<file path="config.mk">
export PLATFORM = sky130hd
export DESIGN_NAME = alu_seq_unit
export DESIGN_NICKNAME = d
export VERILOG_FILES = /design/src/rtl/alu_pkg.sv /design/src/rtl/alu_comb_datapath.sv /design/src/rtl/alu_seq_unit.sv
export SDC_FILE = /design/constraint.sdc
export NUM_CORES = 1
export LEC_CHECK = 0
export CORE_MARGIN = 2
export CORE_UTILIZATION = 40
export DETAILED_ROUTE_END_ITERATION = 12
export HOLD_SLACK_MARGIN = 0.05
export PLACE_DENSITY = 0.64
export SKIP_CTS_REPAIR_TIMING = 1
export SLEW_MARGIN = 30
export SYNTH_ARGS = -nofsm -noshare
export SYNTH_HDL_FRONTEND = slang
export SYNTH_SLANG_ARGS = --single-unit
</file>
<file path="constraint.sdc">
create_clock -name clk -period 4.1 [get_ports clk]
set_clock_uncertainty 0.2 [all_clocks]
set_input_delay 0.615 -clock clk [delete_from_list [all_inputs] [get_ports clk]]
set_output_delay 0.615 -clock clk [all_outputs]
set_load 0.05 [all_outputs]
</file>
<file path="src/rtl/alu_pkg.sv">
// Shared opcode and state definitions for the sequential ALU.
// Latency: n/a (package only).
// Backpressure: n/a (package only).
package alu_pkg;

    localparam logic [3:0] OP_NOP = 4'b0000;
    localparam logic [3:0] OP_AND = 4'b0001;
    localparam logic [3:0] OP_ADD = 4'b0010;
    localparam logic [3:0] OP_LDA = 4'b0011;
    localparam logic [3:0] OP_SUB = 4'b0100;
    localparam logic [3:0] OP_INC = 4'b0101;
    localparam logic [3:0] OP_CLA = 4'b0110;
    localparam logic [3:0] OP_CLE = 4'b0111;
    localparam logic [3:0] OP_INP = 4'b1000;
    localparam logic [3:0] OP_CMA = 4'b1001;
    localparam logic [3:0] OP_CME = 4'b1010;
    localparam logic [3:0] OP_CIR = 4'b1011;
    localparam logic [3:0] OP_CIL = 4'b1100;

    typedef enum logic {
        ST_IDLE  = 1'b0,
        ST_SHIFT = 1'b1
    } state_e;

    // Rotates are the only opcodes that may run for more than one clock.
    function automatic logic is_shift_op(input logic [3:0] op);
        return (op == OP_CIR) || (op == OP_CIL);
    endfunction

endpackage

</file>
<file path="src/rtl/alu_comb_datapath.sv">
// Combinational next-state for AC/E given one opcode; also flags illegal codes.
// Latency: 0 (purely combinational).
// Backpressure: none; the caller decides when to commit the result.
module alu_comb_datapath
    import alu_pkg::*;
#(
    parameter int DATA_W = 16,
    parameter int INPR_W = 8
) (
    input  logic [DATA_W-1:0] ac_in,
    input  logic              e_in,
    input  logic [DATA_W-1:0] dr_in,
    input  logic [INPR_W-1:0] inpr_in,
    input  logic [3:0]        opcode,
    output logic [DATA_W-1:0] ac_out,
    output logic              e_out,
    output logic              illegal
);

    // Every opcode starts from "hold", so illegal codes leave AC/E untouched.
    always_comb begin
        ac_out  = ac_in;
        e_out   = e_in;
        illegal = 1'b0;
        case (opcode)
            OP_NOP: ;
            OP_AND: ac_out = ac_in & dr_in;
            OP_ADD: {e_out, ac_out} = {1'b0, ac_in} + {1'b0, dr_in};
            OP_LDA: ac_out = dr_in;
            // Two's-complement subtract: carry out set means no borrow.
            OP_SUB: {e_out, ac_out} = {1'b0, ac_in} + {1'b0, ~dr_in} + (DATA_W+1)'(1);
            OP_INC: ac_out = ac_in + DATA_W'(1);
            OP_CLA: ac_out = '0;
            OP_CLE: e_out = 1'b0;
            OP_INP: ac_out[INPR_W-1:0] = inpr_in;
            OP_CMA: ac_out = ~ac_in;
            OP_CME: e_out = ~e_in;
            // Single-bit rotate of the {E,AC} ring; multi-bit rotates repeat this.
            OP_CIR: begin
                ac_out = {e_in, ac_in[DATA_W-1:1]};
                e_out  = ac_in[0];
            end
            OP_CIL: begin
                ac_out = {ac_in[DATA_W-2:0], e_in};
                e_out  = ac_in[DATA_W-1];
            end
            default: illegal = 1'b1;
        endcase
    end

endmodule

</file>
<file path="src/rtl/alu_seq_unit.sv">
// Registered AC/E ALU: one op per accepted start, rotates run one bit per clock.
// Latency: 1 clock for single-cycle ops, n clocks for a rotate by n (done follows last edge).
// Backpressure: busy high while a rotate is in flight; start is dropped (not queued) while busy.
module alu_seq_unit
    import alu_pkg::*;
#(
    parameter int DATA_W  = 16,
    parameter int INPR_W  = 8,
    parameter int SHAMT_W = 4
) (
    input  logic               clk,
    input  logic               rst,
    input  logic               start,
    input  logic [3:0]         alu_code,
    input  logic [DATA_W-1:0]  dr_outdata,
    input  logic [INPR_W-1:0]  inpr_outdata,
    input  logic [SHAMT_W-1:0] shamt,
    output logic [DATA_W-1:0]  ac_outdata,
    output logic               e_outdata,
    output logic               ac_zero,
    output logic               busy,
    output logic               done,
    output logic               err
);

    state_e              state_q, state_d;
    logic [SHAMT_W-1:0]  count_q, count_d;
    logic                dir_cil_q, dir_cil_d;
    logic [DATA_W-1:0]   ac_q, ac_d;
    logic                e_q, e_d;
    logic                done_q, done_d;
    logic                err_q, err_d;

    logic [3:0]          dp_op;
    logic [DATA_W-1:0]   dp_ac;
    logic                dp_e;
    logic                dp_illegal;
    logic [SHAMT_W-1:0]  extra_steps;

    // While shifting, the datapath is driven by the latched direction, not alu_code.
    always_comb begin
        dp_op = alu_code;
        if (state_q == ST_SHIFT) begin
            dp_op = dir_cil_q ? OP_CIL : OP_CIR;
        end
    end

    alu_comb_datapath #(
        .DATA_W (DATA_W),
        .INPR_W (INPR_W)
    ) u_datapath (
        .ac_in   (ac_q),
        .e_in    (e_q),
        .dr_in   (dr_outdata),
        .inpr_in (inpr_outdata),
        .opcode  (dp_op),
        .ac_out  (dp_ac),
        .e_out   (dp_e),
        .illegal (dp_illegal)
    );

    // Rotates still owed after the one done on the start edge (shamt 0 acts as 1).
    always_comb begin
        extra_steps = '0;
        if (shamt != '0) begin
            extra_steps = shamt - SHAMT_W'(1);
        end
    end

    // Next-state: accept in IDLE, step the rotate in SHIFT; done/err pulse by default low.
    always_comb begin
        state_d   = state_q;
        count_d   = count_q;
        dir_cil_d = dir_cil_q;
        ac_d      = ac_q;
        e_d       = e_q;
        done_d    = 1'b0;
        err_d     = 1'b0;
        case (state_q)
            ST_IDLE: begin
                if (start) begin
                    ac_d  = dp_ac;
                    e_d   = dp_e;
                    err_d = dp_illegal;
                    if (is_shift_op(alu_code) && (extra_steps != '0)) begin
                        state_d   = ST_SHIFT;
                        count_d   = extra_steps;
                        dir_cil_d = (alu_code == OP_CIL);
                    end else begin
                        done_d = 1'b1;
                    end
                end
            end
            ST_SHIFT: begin
                ac_d    = dp_ac;
                e_d     = dp_e;
                count_d = count_q - SHAMT_W'(1);
                if (count_q == SHAMT_W'(1)) begin
                    state_d = ST_IDLE;
                    done_d  = 1'b1;
                end
            end
            default: begin
                state_d = ST_IDLE;
            end
        endcase
    end

    // State and architectural registers; reset abandons any rotate in flight.
    always_ff @(posedge clk) begin
        if (rst) begin
            state_q   <= ST_IDLE;
            count_q   <= '0;
            dir_cil_q <= 1'b0;
            ac_q      <= '0;
            e_q       <= 1'b0;
            done_q    <= 1'b0;
            err_q     <= 1'b0;
        end else begin
            state_q   <= state_d;
            count_q   <= count_d;
            dir_cil_q <= dir_cil_d;
            ac_q      <= ac_d;
            e_q       <= e_d;
            done_q    <= done_d;
            err_q     <= err_d;
        end
    end

    assign ac_outdata = ac_q;
    assign e_outdata  = e_q;
    assign ac_zero    = (ac_q == '0);
    assign busy       = (state_q == ST_SHIFT);
    assign done       = done_q;
    assign err        = err_q;

endmodule

</file>
* Word-level counts from Yosys, hierarchy flattened
Index checks and enable logic that the tools add are counted.
Storage, ports and cells: output and inout port bits 21, input port bits 35, register bits 25, word-level logic and storage cells 68
Cells by class: reductions and logical operators 10, muxes and demuxes 22, $add $sub $neg 6, bitwise gates (word level) 6, equality and inequality tests 17
Operator list (count):
- $pmux 8 s10 | 1
- $pmux 8 s9 | 1
- $add 16x16->17 | 2
- $not 16->16 | 2
- $pmux 16 s2 | 1
- $eq 4x4->1 const B | 7
- $add 17x1->17 const B | 1
- $add 16x1->16 const B | 1
- $and 16x16->16 | 1
- $eq 4x3->1 const B | 4
- $logic_not 16->1 | 1
- $mux 16 | 1
- $mux 4 | 4
- $reduce_or 13->1 | 1
- $eq 4x1->1 const B | 2
- $eq 4x2->1 const B | 2
- $mux 1 | 8
- $pmux 4 s2 | 1
- $reduce_bool 4->1 | 2
- $sub 4x1->4 const B | 2
- $pmux 1 s2 | 3
- $pmux 1 s6 | 1
- $logic_not 4->1 | 1
- $ne 2x2->1 const B | 2
- other kinds (7) | 9

* Depth between registers and ports, before layout
Gate-level depths: netlist of the first run.
depth after elaboration 7, gate-level depth with buffers 11, mapped depth without buffers 10

* Hierarchy
Synthesis of the first run repeated with hierarchy kept, for this count alone.
Unflattened totals: cells, all modules 722, area, all modules 4865.9 um^2
Modules (own cells, without submodules):
- alu_comb_datapath | times used 1, area each 3687.3 um^2, seq. area each 0.0 um^2, cells an instance 572
- alu_seq_unit | times used 1, area each 1178.6 um^2, seq. area each 500.5 um^2, cells an instance 150

* Least setup slack after synthesis of the first run
No wires, ideal clock.
kind register to register, start point reg ac_q[0] (netlist: ac_outdata[0]), end point reg ac_q[14] (netlist: ac_outdata[14]), setup slack 0.850 ns, library setup time 0.074 ns, buffers on the path 0, cell stages (with the launch flop) 11, required time 3.826 ns, period minus slack after synthesis 3.250 ns, arrival 2.975 ns, cells stage by stage dfxtp_1 > inv_1 > ha_1 > fa_1 > o21bai_1 > a211oi_2 > or4b_2 > nand3_1 > nand2b_1 > o2111ai_1 > a31oi_1
On the way: longest elaborated chain between the ends 5, elaborated cells on any way between the ends 7, classes of those cells add/sub (4); mux (3)
Ends and longest elaborated chain:
- from (decl) | RTL line alu_seq_unit.sv:29 | logic [DATA_W-1:0] ac_q, ac_d;
- from (signal assigned) | RTL line alu_seq_unit.sv:115 | ac_q <= '0;
- from (signal assigned) | RTL line alu_seq_unit.sv:123 | ac_q <= ac_d;
- $add 16x16->17 | RTL line alu_comb_datapath.sv:31 | OP_SUB: {e_out, ac_out} = {1'b0, ac_in} + {1'b0, ~dr_in} + (DATA_W+1)'(1);
- $add 17x1->17 | RTL line alu_comb_datapath.sv:31
- $pmux 8 s9 * | RTL line alu_comb_datapath.sv:25 | case (opcode)
- $mux 16 | RTL line alu_seq_unit.sv:81 | if (start) begin
- $pmux 16 s2 * | RTL line alu_seq_unit.sv:79 | case (state_q)
Every way passes the cells marked *; elsewhere a longest branch is shown, timed or not. The select of a mux whose other input is x is not followed. A chain may end at the register's enable or synchronous reset.

* Final worst setup path of the first run
start point in dr_outdata[0], end point reg e_q (netlist: e_outdata)
On the way: longest elaborated chain between the ends 6, elaborated cells on any way between the ends 7, classes of those cells add/sub (3); mux (3); bitwise (1)
Ends and longest elaborated chain:
- from (decl) | RTL line alu_seq_unit.sv:15 | input logic [DATA_W-1:0] dr_outdata,
- $not 16->16 | RTL line alu_comb_datapath.sv:31
- $add 16x16->17 | RTL line alu_comb_datapath.sv:31
- $add 17x1->17 | RTL line alu_comb_datapath.sv:31
- $pmux 1 s6 * | RTL line alu_comb_datapath.sv:25
- $mux 1 | RTL line alu_seq_unit.sv:81
- $pmux 1 s2 * | RTL line alu_seq_unit.sv:79
- to (signal assigned) | RTL line alu_seq_unit.sv:116 | e_q <= 1'b0;
- to (signal assigned) | RTL line alu_seq_unit.sv:124 | e_q <= e_d;
- to (decl) | RTL line alu_seq_unit.sv:30 | logic e_q, e_d;
Marked as above.

==> metrics.txt, run 1 <==
status completed; total power 1.174 mW; CTS buffer count 3; final setup fails 0; max_slew headroom 0.4906; CP startpoint kind input port; asr flop ratio synth 0; MaxCap Viol Count 0; Top FF cell, synth dfxtp_1; Antenna diodes 0; period utilisation layout 0.8541; Commonest cells post-synth nand2_1, nor2_1, a21oi_1; Max Freq 285.6 MHz; cells after synthesis 593; CP max FO 5; Routed Antenna Nets 0; post-synthesis cell type count 70; Peak VDD IR 0.1417 mV; first-pass GRT wire length 23.89 mm; Final Hold Vio Count 0; post-synth top area share 0.1222; WHS Endpoint count_q[3]$_SDFFE_PP0P_; crit end category flip-flop; EDFF count, synth 0; setup_tns 0 ns; Vias 4901; Period minus WS final 3.502 ns; die height 105.2 µm; Synth Register Bits 25; Filler cells 1033; vias per cell 6.449; Root Buffer clkbuf_8; Multi-input gate area 3239 µm²; NumNets Final 702; R2R Path Start ac_outdata[1]$_SDFFE_PP0P_; CTS sink count 25; Cells after DPL 756; hold path start count_q[3]$_SDFFE_PP0P_; hold path depth 2; RSZ-0062 raised after global routing no; DRT Pass-1 Iters 5; area delta synth->final 17.41%; FP Rows 36; port bufs 55; Ports 56; core area 9864 µm²; yosys synthesis warning count 0; clock buffer depth 2; Final Util 0.4876; Crit path required time 4.10 ns; Initial Util 0.4153; count leader, synth nand2_1; DRT iter0 DRCs 368; Reg2Reg Depth 9; drt drc 0; pin count of the biggest net entering global routing 18; WL final 14.91 mm; GRT Total Usage 0.2653; Leak 1.853 nW; Reg clk slew, reported paths 0.12 ns; Register Area 500.5 µm²; GR Overflow Total 0; Post-Syn Area 4096 µm²; syn nets 667; dominant cell type by area after synthesis dfxtp_1; Worst EP arrival 3.50 ns; kind of critical path input port to flip-flop; initial antenna violation count 0; pre-CTS worst setup slack 0.3539 ns; sequential element share of the synthesized area 0.1222; FF-to-FF setup slack 0.76 ns; vias in the first global route 4604; pwr dens 244.2 nW/µm²; top post-synthesis cells by area dfxtp_1, ha_1, a21oi_1; Die Wd 105.2 µm; die area 11070 µm²; post-route insts no fill 760; worst setup margin 0.5981 ns; Slew Viols, Final 0; layout cells sized above 1 0.06539; Hold WC Path Type flip-flop to flip-flop; worst-margin pin slew 0.7600 ns; gp weighted congestion 0.9868; r2r endpoint e_outdata$_SDFFE_PP0P_; Avg WL per Cell 19.62 µm; depth of the CTS H-tree 1; clk_lat worst skew 0.30 ns; Syn Area/Cell 6.908 µm²; hpwl dp 11.13 mm; CTS tree done
[cell families after synthesis]
group	after synthesis	synth area share
XOR/XNOR	10	0.02138
adder cells (fa/ha/maj)	39	0.1228
AO/OA/AOI/OAI	212	0.3736
buffers and inverters	85	0.08705
multiplexers	1	0.002749
flip-flops	25	0.1222
AND/OR/NAND/NOR	221	0.2703
[layout make-up]
cell class / instances / share of cell area
multi-input cells: 483 / 0.6735
clock inverters: 1 / 0.001561
repair buffers: 76 / 0.1472
inverters: 39 / 0.03044
clock buffers: 3 / 0.008585
flip-flops and latches: 25 / 0.1041
well taps: 133 / 0.03460
[worst max path at each step]
stage,from,to,slack (ns),cells after the start
2_1_floorplan,ac_outdata[0]$_SDFFE_PP0P_,ac_outdata[14]$_SDFFE_PP0P_,0.85,10
3_3_place_gp,dr_outdata[1],ac_outdata[15]$_SDFFE_PP0P_,0.42,11
3_5_place_dp,dr_outdata[0],e_outdata$_SDFFE_PP0P_,0.35,10
4_1_cts,dr_outdata[0],e_outdata$_SDFFE_PP0P_,0.67,10
5_1_grt,dr_outdata[0],e_outdata$_SDFFE_PP0P_,0.32,10
6_report,dr_outdata[0],e_outdata$_SDFFE_PP0P_,0.60,10
[state kept, by name (all words and copies together) (netlist names)]
| register | count |
|---|---|
| ac_outdata | 16 |
| busy | 1 |
| count_q | 4 |
| dir_cil_q | 1 |
| done | 1 |
| e_outdata | 1 |
| err | 1 |
[cells in the final DEF (no fill, tap or decap), types with 6 or more instances in the layout]
cell and count:
o221ai_1 7, nor3_1 17, o31ai_1 8, buf_4 21, nor2_1 57, a31oi_1 8, nand3_1 19, ha_1 37
xnor2_1 6, inv_1 39, nand4_1 6, dfxtp_1 25, a21oi_1 45, o211ai_1 8, a222oi_1 8, nor2b_1 10
a221oi_1 13, a21o_1 6, nand2b_1 9, o21ai_0 40, a221o_1 6, o2111ai_1 11, nand2_1 58, a211oi_1 10
clkdlybuf4s50_1 55, nor4_1 8
[power by group]
part	switching [mW]	internal [mW]
Clock	0.116	0.0698
Combinational	0.408	0.258
Sequential	0.0589	0.264
Total	0.583	0.592
[metrics by stage]
| stage | area, µm² | hold WS [ns] |
|---|---|---|
| finish | 4810 | 0.3309 |
| global route | 4810 | 0.3639 |
| CTS | 4810 | 0.3348 |
| detailed placement | 4761 | 0.3114 |
| global placement | 4761 | 0.3003 |
| floorplan | 4096 | 0.2802 |
[per-layer routing]
metal | vias to the layer above | routed length [µm] | track usage
met5 | - | 0 | 0
met4 | 0 | 544 | 0.1048
met3 | 45 | 1351 | 0.04367
met2 | 267 | 6643 | 0.4253
met1 | 2279 | 6369 | 0.3525
li1 | 2310 | - | -
[worst max-delay path, stage by stage]
cell	delay (ns)
clkdlybuf4s50_1	0.49
ha_1	0.25
fa_1	0.41
o21bai_1	0.35
a211oi_2	0.20
o31ai_1	0.35
a21o_1	0.21
a21oi_1	0.08
o31a_1	0.25
o41ai_1	0.31
(Power assumes the default switching activity.)
==> inputs of run 2 (changes only) <==
--- a/config.mk
+++ b/config.mk
@@ -8,6 +8,7 @@
 export CORE_MARGIN = 2
 export CORE_UTILIZATION = 40
 export DETAILED_ROUTE_END_ITERATION = 12
+export GPL_ROUTABILITY_DRIVEN = 0
 export HOLD_SLACK_MARGIN = 0.05
 export PLACE_DENSITY = 0.64
 export SKIP_CTS_REPAIR_TIMING = 1
==> metrics.txt, run 2 (synthesis results as in run 1) <==
status completed; MaxCap Viol Count 0 (unchanged); pre-CTS worst setup slack 0.2961 ns (-0.05770 ns); FF-to-FF setup slack 0.84 ns (+0.08 ns); setup_tns 0 ns (unchanged); core area 9864 µm² (unchanged); area delta synth->final 17.23%; Crit path required time 4.11 ns (about the same); WL final 14.44 mm (-3.2%); Leak 1.848 nW (-0.26%); Root Buffer clkbuf_8; Initial Util 0.4153 (unchanged); port bufs 55 (unchanged); die height 105.2 µm (unchanged); depth of the CTS H-tree 1 (unchanged); CTS sink count 25 (unchanged); Routed Antenna Nets 0 (unchanged); vias per cell 6.412 (-0.56%); RSZ-0062 raised after global routing no; worst setup margin 0.5641 ns (-0.03404 ns); Vias 4867 (-0.69%); hold path start count_q[3]$_SDFFE_PP0P_; CTS tree done; R2R Path Start ac_outdata[1]$_SDFFE_PP0P_; worst-margin pin slew 0.6581 ns (-0.1019 ns); GRT Total Usage 0.2551 (-0.01020); DRT iter0 DRCs 354 (-3.8%); CP startpoint kind input port; Peak VDD IR 0.1351 mV (-4.7%); final setup fails 0 (unchanged); Die Wd 105.2 µm (unchanged); layout cells sized above 1 0.06390 (-0.001493); vias in the first global route 4534 (-1.5%); r2r endpoint e_outdata$_SDFFE_PP0P_; Reg clk slew, reported paths 0.13 ns (about the same); DRT Pass-1 Iters 5 (unchanged); Max Freq 282.8 MHz (-0.96%); first-pass GRT wire length 23.18 mm (-3.0%); period utilisation layout 0.8624 (+0.008303); pwr dens 243.4 nW/µm² (-0.34%); Final Hold Vio Count 0 (unchanged); FP Rows 36 (unchanged); die area 11070 µm² (unchanged); Reg2Reg Depth 9 (unchanged); hold path depth 2 (unchanged); CTS buffer count 3 (unchanged); kind of critical path input port to flip-flop; clock buffer depth 2 (unchanged); NumNets Final 701 (-0.14%); Antenna diodes 0 (unchanged); Slew Viols, Final 0 (unchanged); CP max FO 5 (unchanged); Period minus WS final 3.536 ns (+0.03404 ns); Worst EP arrival 3.54 ns (+0.04 ns); drt drc 0 (unchanged); Avg WL per Cell 19.02 µm (-3.0%); clk_lat worst skew 0.30 ns (about the same); max_slew headroom 0.5602 (+0.06960); pin count of the biggest net entering global routing 16 (-2); most common cell after layout, fill and taps aside nand2_1; GR Overflow Total 0 (unchanged); most frequent cells in the layout nand2_1, nor2_1, clkdlybuf4s50_1, a21oi_1, o21ai_0; initial antenna violation count 0 (unchanged); crit end category flip-flop; Ports 56 (unchanged); hpwl dp 10.89 mm (-2.1%); max FFs per register 16 (unchanged); WHS Endpoint count_q[3]$_SDFFE_PP0P_; Hold WC Path Type flip-flop to flip-flop
run 2: cell count changes in the layout (fill, tap and decap cells not counted), sizes merged:
cell	delta
buf	-1
run 2: layout make-up:
cell class | instances | area, µm²
Fill cell | 1019 | 5062
Multi-Input combinational cell | 483 | 3239
Timing Repair Buffer | 75 | 700.7
Sequential cell | 25 | 500.5
Tap cell | 133 | 166.4
Inverter | 39 | 146.4
Clock buffer | 3 | 41.29
Clock inverter | 1 | 7.507
run 2: worst max path at each step:
stage,start,end,cells after the start
2_1_floorplan,ac_outdata[0]$_SDFFE_PP0P_,ac_outdata[14]$_SDFFE_PP0P_,10
3_3_place_gp,dr_outdata[1],ac_outdata[15]$_SDFFE_PP0P_,11
3_5_place_dp,dr_outdata[1],ac_outdata[15]$_SDFFE_PP0P_,11
4_1_cts,dr_outdata[1],ac_outdata[15]$_SDFFE_PP0P_,11
5_1_grt,dr_outdata[1],ac_outdata[15]$_SDFFE_PP0P_,11
6_report,dr_outdata[1],ac_outdata[15]$_SDFFE_PP0P_,11
run 2: critical path, stage by stage:
cell             delay, ns
clkdlybuf4s50_1       0.61
inv_1                 0.08
ha_1                  0.30
nor2b_1               0.15
o31ai_1               0.33
a21oi_1               0.16
o211ai_1              0.25
and2_1                0.27
o21ai_0               0.16
a311o_1               0.37
a32o_1                0.24
run 2: report_power, final:
group          switching (mW)  total, mW  internal (mW)
clock                   0.116      0.186         0.0698
sequential             0.0581      0.322          0.264
combinational           0.403      0.660          0.257
total                   0.577       1.17          0.591
run 2: layer usage:
layer	GRT usage	up-vias	wire, µm
met5	0	-	0
met4	0.1067	0	326
met3	0.03431	37	1247
met2	0.4083	253	6678
met1	0.3417	2272	6185
li1	-	2305	-
run 2: per-stage QoR:
stage	util	cells	total power [mW]	cell area [µm²]	hold slack, ns
after floorplan	-	593	0.7688	4096	0.2802
after global placement	0.4819	755	0.9673	4753	0.2953
after detailed placement	0.4819	755	0.9733	4753	0.2960
after CTS	0.4868	759	1.160	4802	0.3173
after global routing	0.4868	759	1.236	4802	0.3519
final	0.4868	759	1.169	4802	0.3212
==> inputs of run 3 (changes only) <==
--- a/config.mk
+++ b/config.mk
@@ -5,7 +5,7 @@
 export SDC_FILE = /design/constraint.sdc
 export NUM_CORES = 1
 export LEC_CHECK = 0
-export CORE_MARGIN = 2
+export CORE_MARGIN = 1
 export CORE_UTILIZATION = 40
 export DETAILED_ROUTE_END_ITERATION = 12
 export GPL_ROUTABILITY_DRIVEN = 0
==> metrics.txt, run 3 (synthesis results as in run 1) <==
status completed; Cells after DPL 752 (-0.40%); first-pass GRT wire length 23.43 mm (+1.0%); FF-to-FF setup slack 0.75 ns (-0.09 ns); period utilisation layout 0.8735 (+0.01107); Root Buffer clkbuf_8; die height 103.2 µm (-1.9%); Die Wd 103.2 µm (-1.9%); WHS Endpoint count_q[3]$_SDFFE_PP0P_; FP Rows 36 (unchanged); NumNets Final 698 (-0.43%); final setup fails 0 (unchanged); Placed Area 4731 µm² (-0.47%); Hold WC Path Type flip-flop to flip-flop; Crit path required time 4.11 ns (about the same); CP startpoint kind input port; max_slew headroom 0.5321 (-0.02813); Max Freq 279.2 MHz (-1.3%); DRT Pass-1 Iters 6 (+1); Worst path max stage delay 0.60 ns (about the same); Final Hold Vio Count 0 (unchanged); port bufs 55 (unchanged); Worst EP arrival 3.59 ns (+0.05 ns); pwr dens 245.2 nW/µm² (+0.77%); pin count of the biggest net entering global routing 24 (+8); most common cell after layout, fill and taps aside nand2_1; R2R Path Start ac_outdata[1]$_SDFFE_PP0P_; Comb pwr share 0.566 (about the same); hold path start count_q[3]$_SDFFE_PP0P_; initial antenna violation count 0 (unchanged); CP Buf/Inv Count 2 (unchanged); CTS sink count 25 (unchanged); Leak 1.838 nW (-0.55%); CP max FO 5 (unchanged); Ports 56 (unchanged); setup_tns 0 ns (unchanged); hpwl dp 10.74 mm (-1.4%); family with the most delay on the worst path compound AO/OA/AOI/OAI gates; clk_lat worst skew 0.30 ns (about the same); worst hold slack 0.3216 ns (+0.0004360 ns); worst-margin pin slew 0.7019 ns (+0.04378 ns); Filler cells 987 (-3.1%); CTS buffer count 3 (unchanged); sequential power share 0.274 (-0.002); Avg WL per Cell 19.47 µm (+2.4%); Sw Ratio 0.4956 (+0.001483); Routed Antenna Nets 0 (unchanged); cell area after layout 4781 µm² (-0.44%); hold path depth 2 (unchanged); Reg2Reg Depth 9 (unchanged); r2r endpoint e_outdata$_SDFFE_PP0P_; Vias 4937 (+1.4%); Period minus WS final 3.581 ns (+0.04540 ns); kind of critical path input port to flip-flop; drt drc 0 (unchanged); DRT iter0 DRCs 375 (+5.9%); CTS tree done; GRT Total Usage 0.2826 (+0.02752); depth of the CTS H-tree 1 (unchanged); Initial Util 0.4153 (unchanged); CP Cell Sequence clkdlybuf4s50_1 -> inv_1 -> ha_1 -> nor2b_1 -> o31ai_1 -> a21oi_1 -> o211ai_1 -> and2_1 -> o21ai_0 -> a311o_1 -> a32o_1; vias per cell 6.530 (+1.8%); area delta synth->final 16.71%; WL final 14.72 mm (+2.0%); Slew Viols, Final 0 (unchanged); crit end category flip-flop; vias in the first global route 4515 (-0.42%); MaxCap Viol Count 0 (unchanged); clock network power share 0.160 (about the same); core area 9864 µm² (unchanged); Psw 581.1 µW (+0.63%); GR Overflow Total 0 (unchanged); post-route insts no fill 756 (-0.40%); Reg clk slew, reported paths 0.12 ns (about the same); RSZ-0062 raised after global routing no; critical path's slowest cell clkdlybuf4s50_1; most frequent cells in the layout nand2_1, nor2_1, clkdlybuf4s50_1, a21oi_1, o21ai_0; die area 10650 µm² (-3.8%); layout cells sized above 1 0.05939 (-0.004508); Antenna diodes 0 (unchanged); Int Pwr 591.3 µW (about the same); clock buffer depth 2 (unchanged); Peak VDD IR 0.1619 mV (+20%); max FFs per register 16 (unchanged)
[run 3: power groups by stage]
stage / clock [mW] / sequential [mW] / combinational, mW
CTS: 0.189 / 0.320 / 0.648
finish: 0.188 / 0.321 / 0.664
global route: 0.197 / 0.327 / 0.718
detailed placement: 0 / 0.325 / 0.645
floorplan: 0 / 0.356 / 0.412
global placement: 0 / 0.324 / 0.640
[run 3: worst max path at each step]
stage / start / end / slack, ns / depth (start not counted)
2_1_floorplan: ac_outdata[0]$_SDFFE_PP0P_ / ac_outdata[14]$_SDFFE_PP0P_ / 0.85 / 10
3_3_place_gp: dr_outdata[1] / ac_outdata[15]$_SDFFE_PP0P_ / 0.36 / 11
3_5_place_dp: dr_outdata[1] / ac_outdata[15]$_SDFFE_PP0P_ / 0.26 / 11
4_1_cts: dr_outdata[1] / ac_outdata[15]$_SDFFE_PP0P_ / 0.59 / 11
5_1_grt: dr_outdata[1] / ac_outdata[15]$_SDFFE_PP0P_ / 0.31 / 11
6_report: dr_outdata[1] / ac_outdata[15]$_SDFFE_PP0P_ / 0.52 / 11
[run 3: final cells by class]
type / instances / area [µm²] / area share
Tap cell: 133 / 166.4 / 0.03481
Inverter: 39 / 146.4 / 0.03062
Sequential cell: 25 / 500.5 / 0.1047
Clock inverter: 1 / 8.758 / 0.001832
Timing Repair Buffer: 72 / 678.2 / 0.1418
Clock buffer: 3 / 41.29 / 0.008636
Multi-Input combinational cell: 483 / 3239 / 0.6776
[run 3: per-stage QoR]
stage	worst slack, ns	power (mW)	util
floorplan	0.8502	0.7688	-
detailed placement	0.2592	0.9707	0.4796
global placement	0.3553	0.9645	0.4796
global route	0.3074	1.242	0.4847
finish	0.5187	1.172	0.4847
CTS	0.5878	1.157	0.4847
[run 3: layer usage]
layer | vias to the layer above | global-route usage | part of all wire
li1 | 2294 | - | -
met1 | 2341 | 0.3782 | 0.43
met2 | 259 | 0.4590 | 0.46
met3 | 43 | 0.03629 | 0.081
met4 | 0 | 0.1159 | 0.032
met5 | - | 0 | 0
[run 3: worst reg2reg max path, stage by stage (launching register included)]
cell and delay, ns:
dfxtp_1 0.63, inv_1 0.22, fa_1 0.50, o21bai_1 0.33, a211oi_2 0.19, o31ai_1 0.38, a21o_1 0.22, a21oi_1 0.08
o31a_1 0.25, o41ai_1 0.28
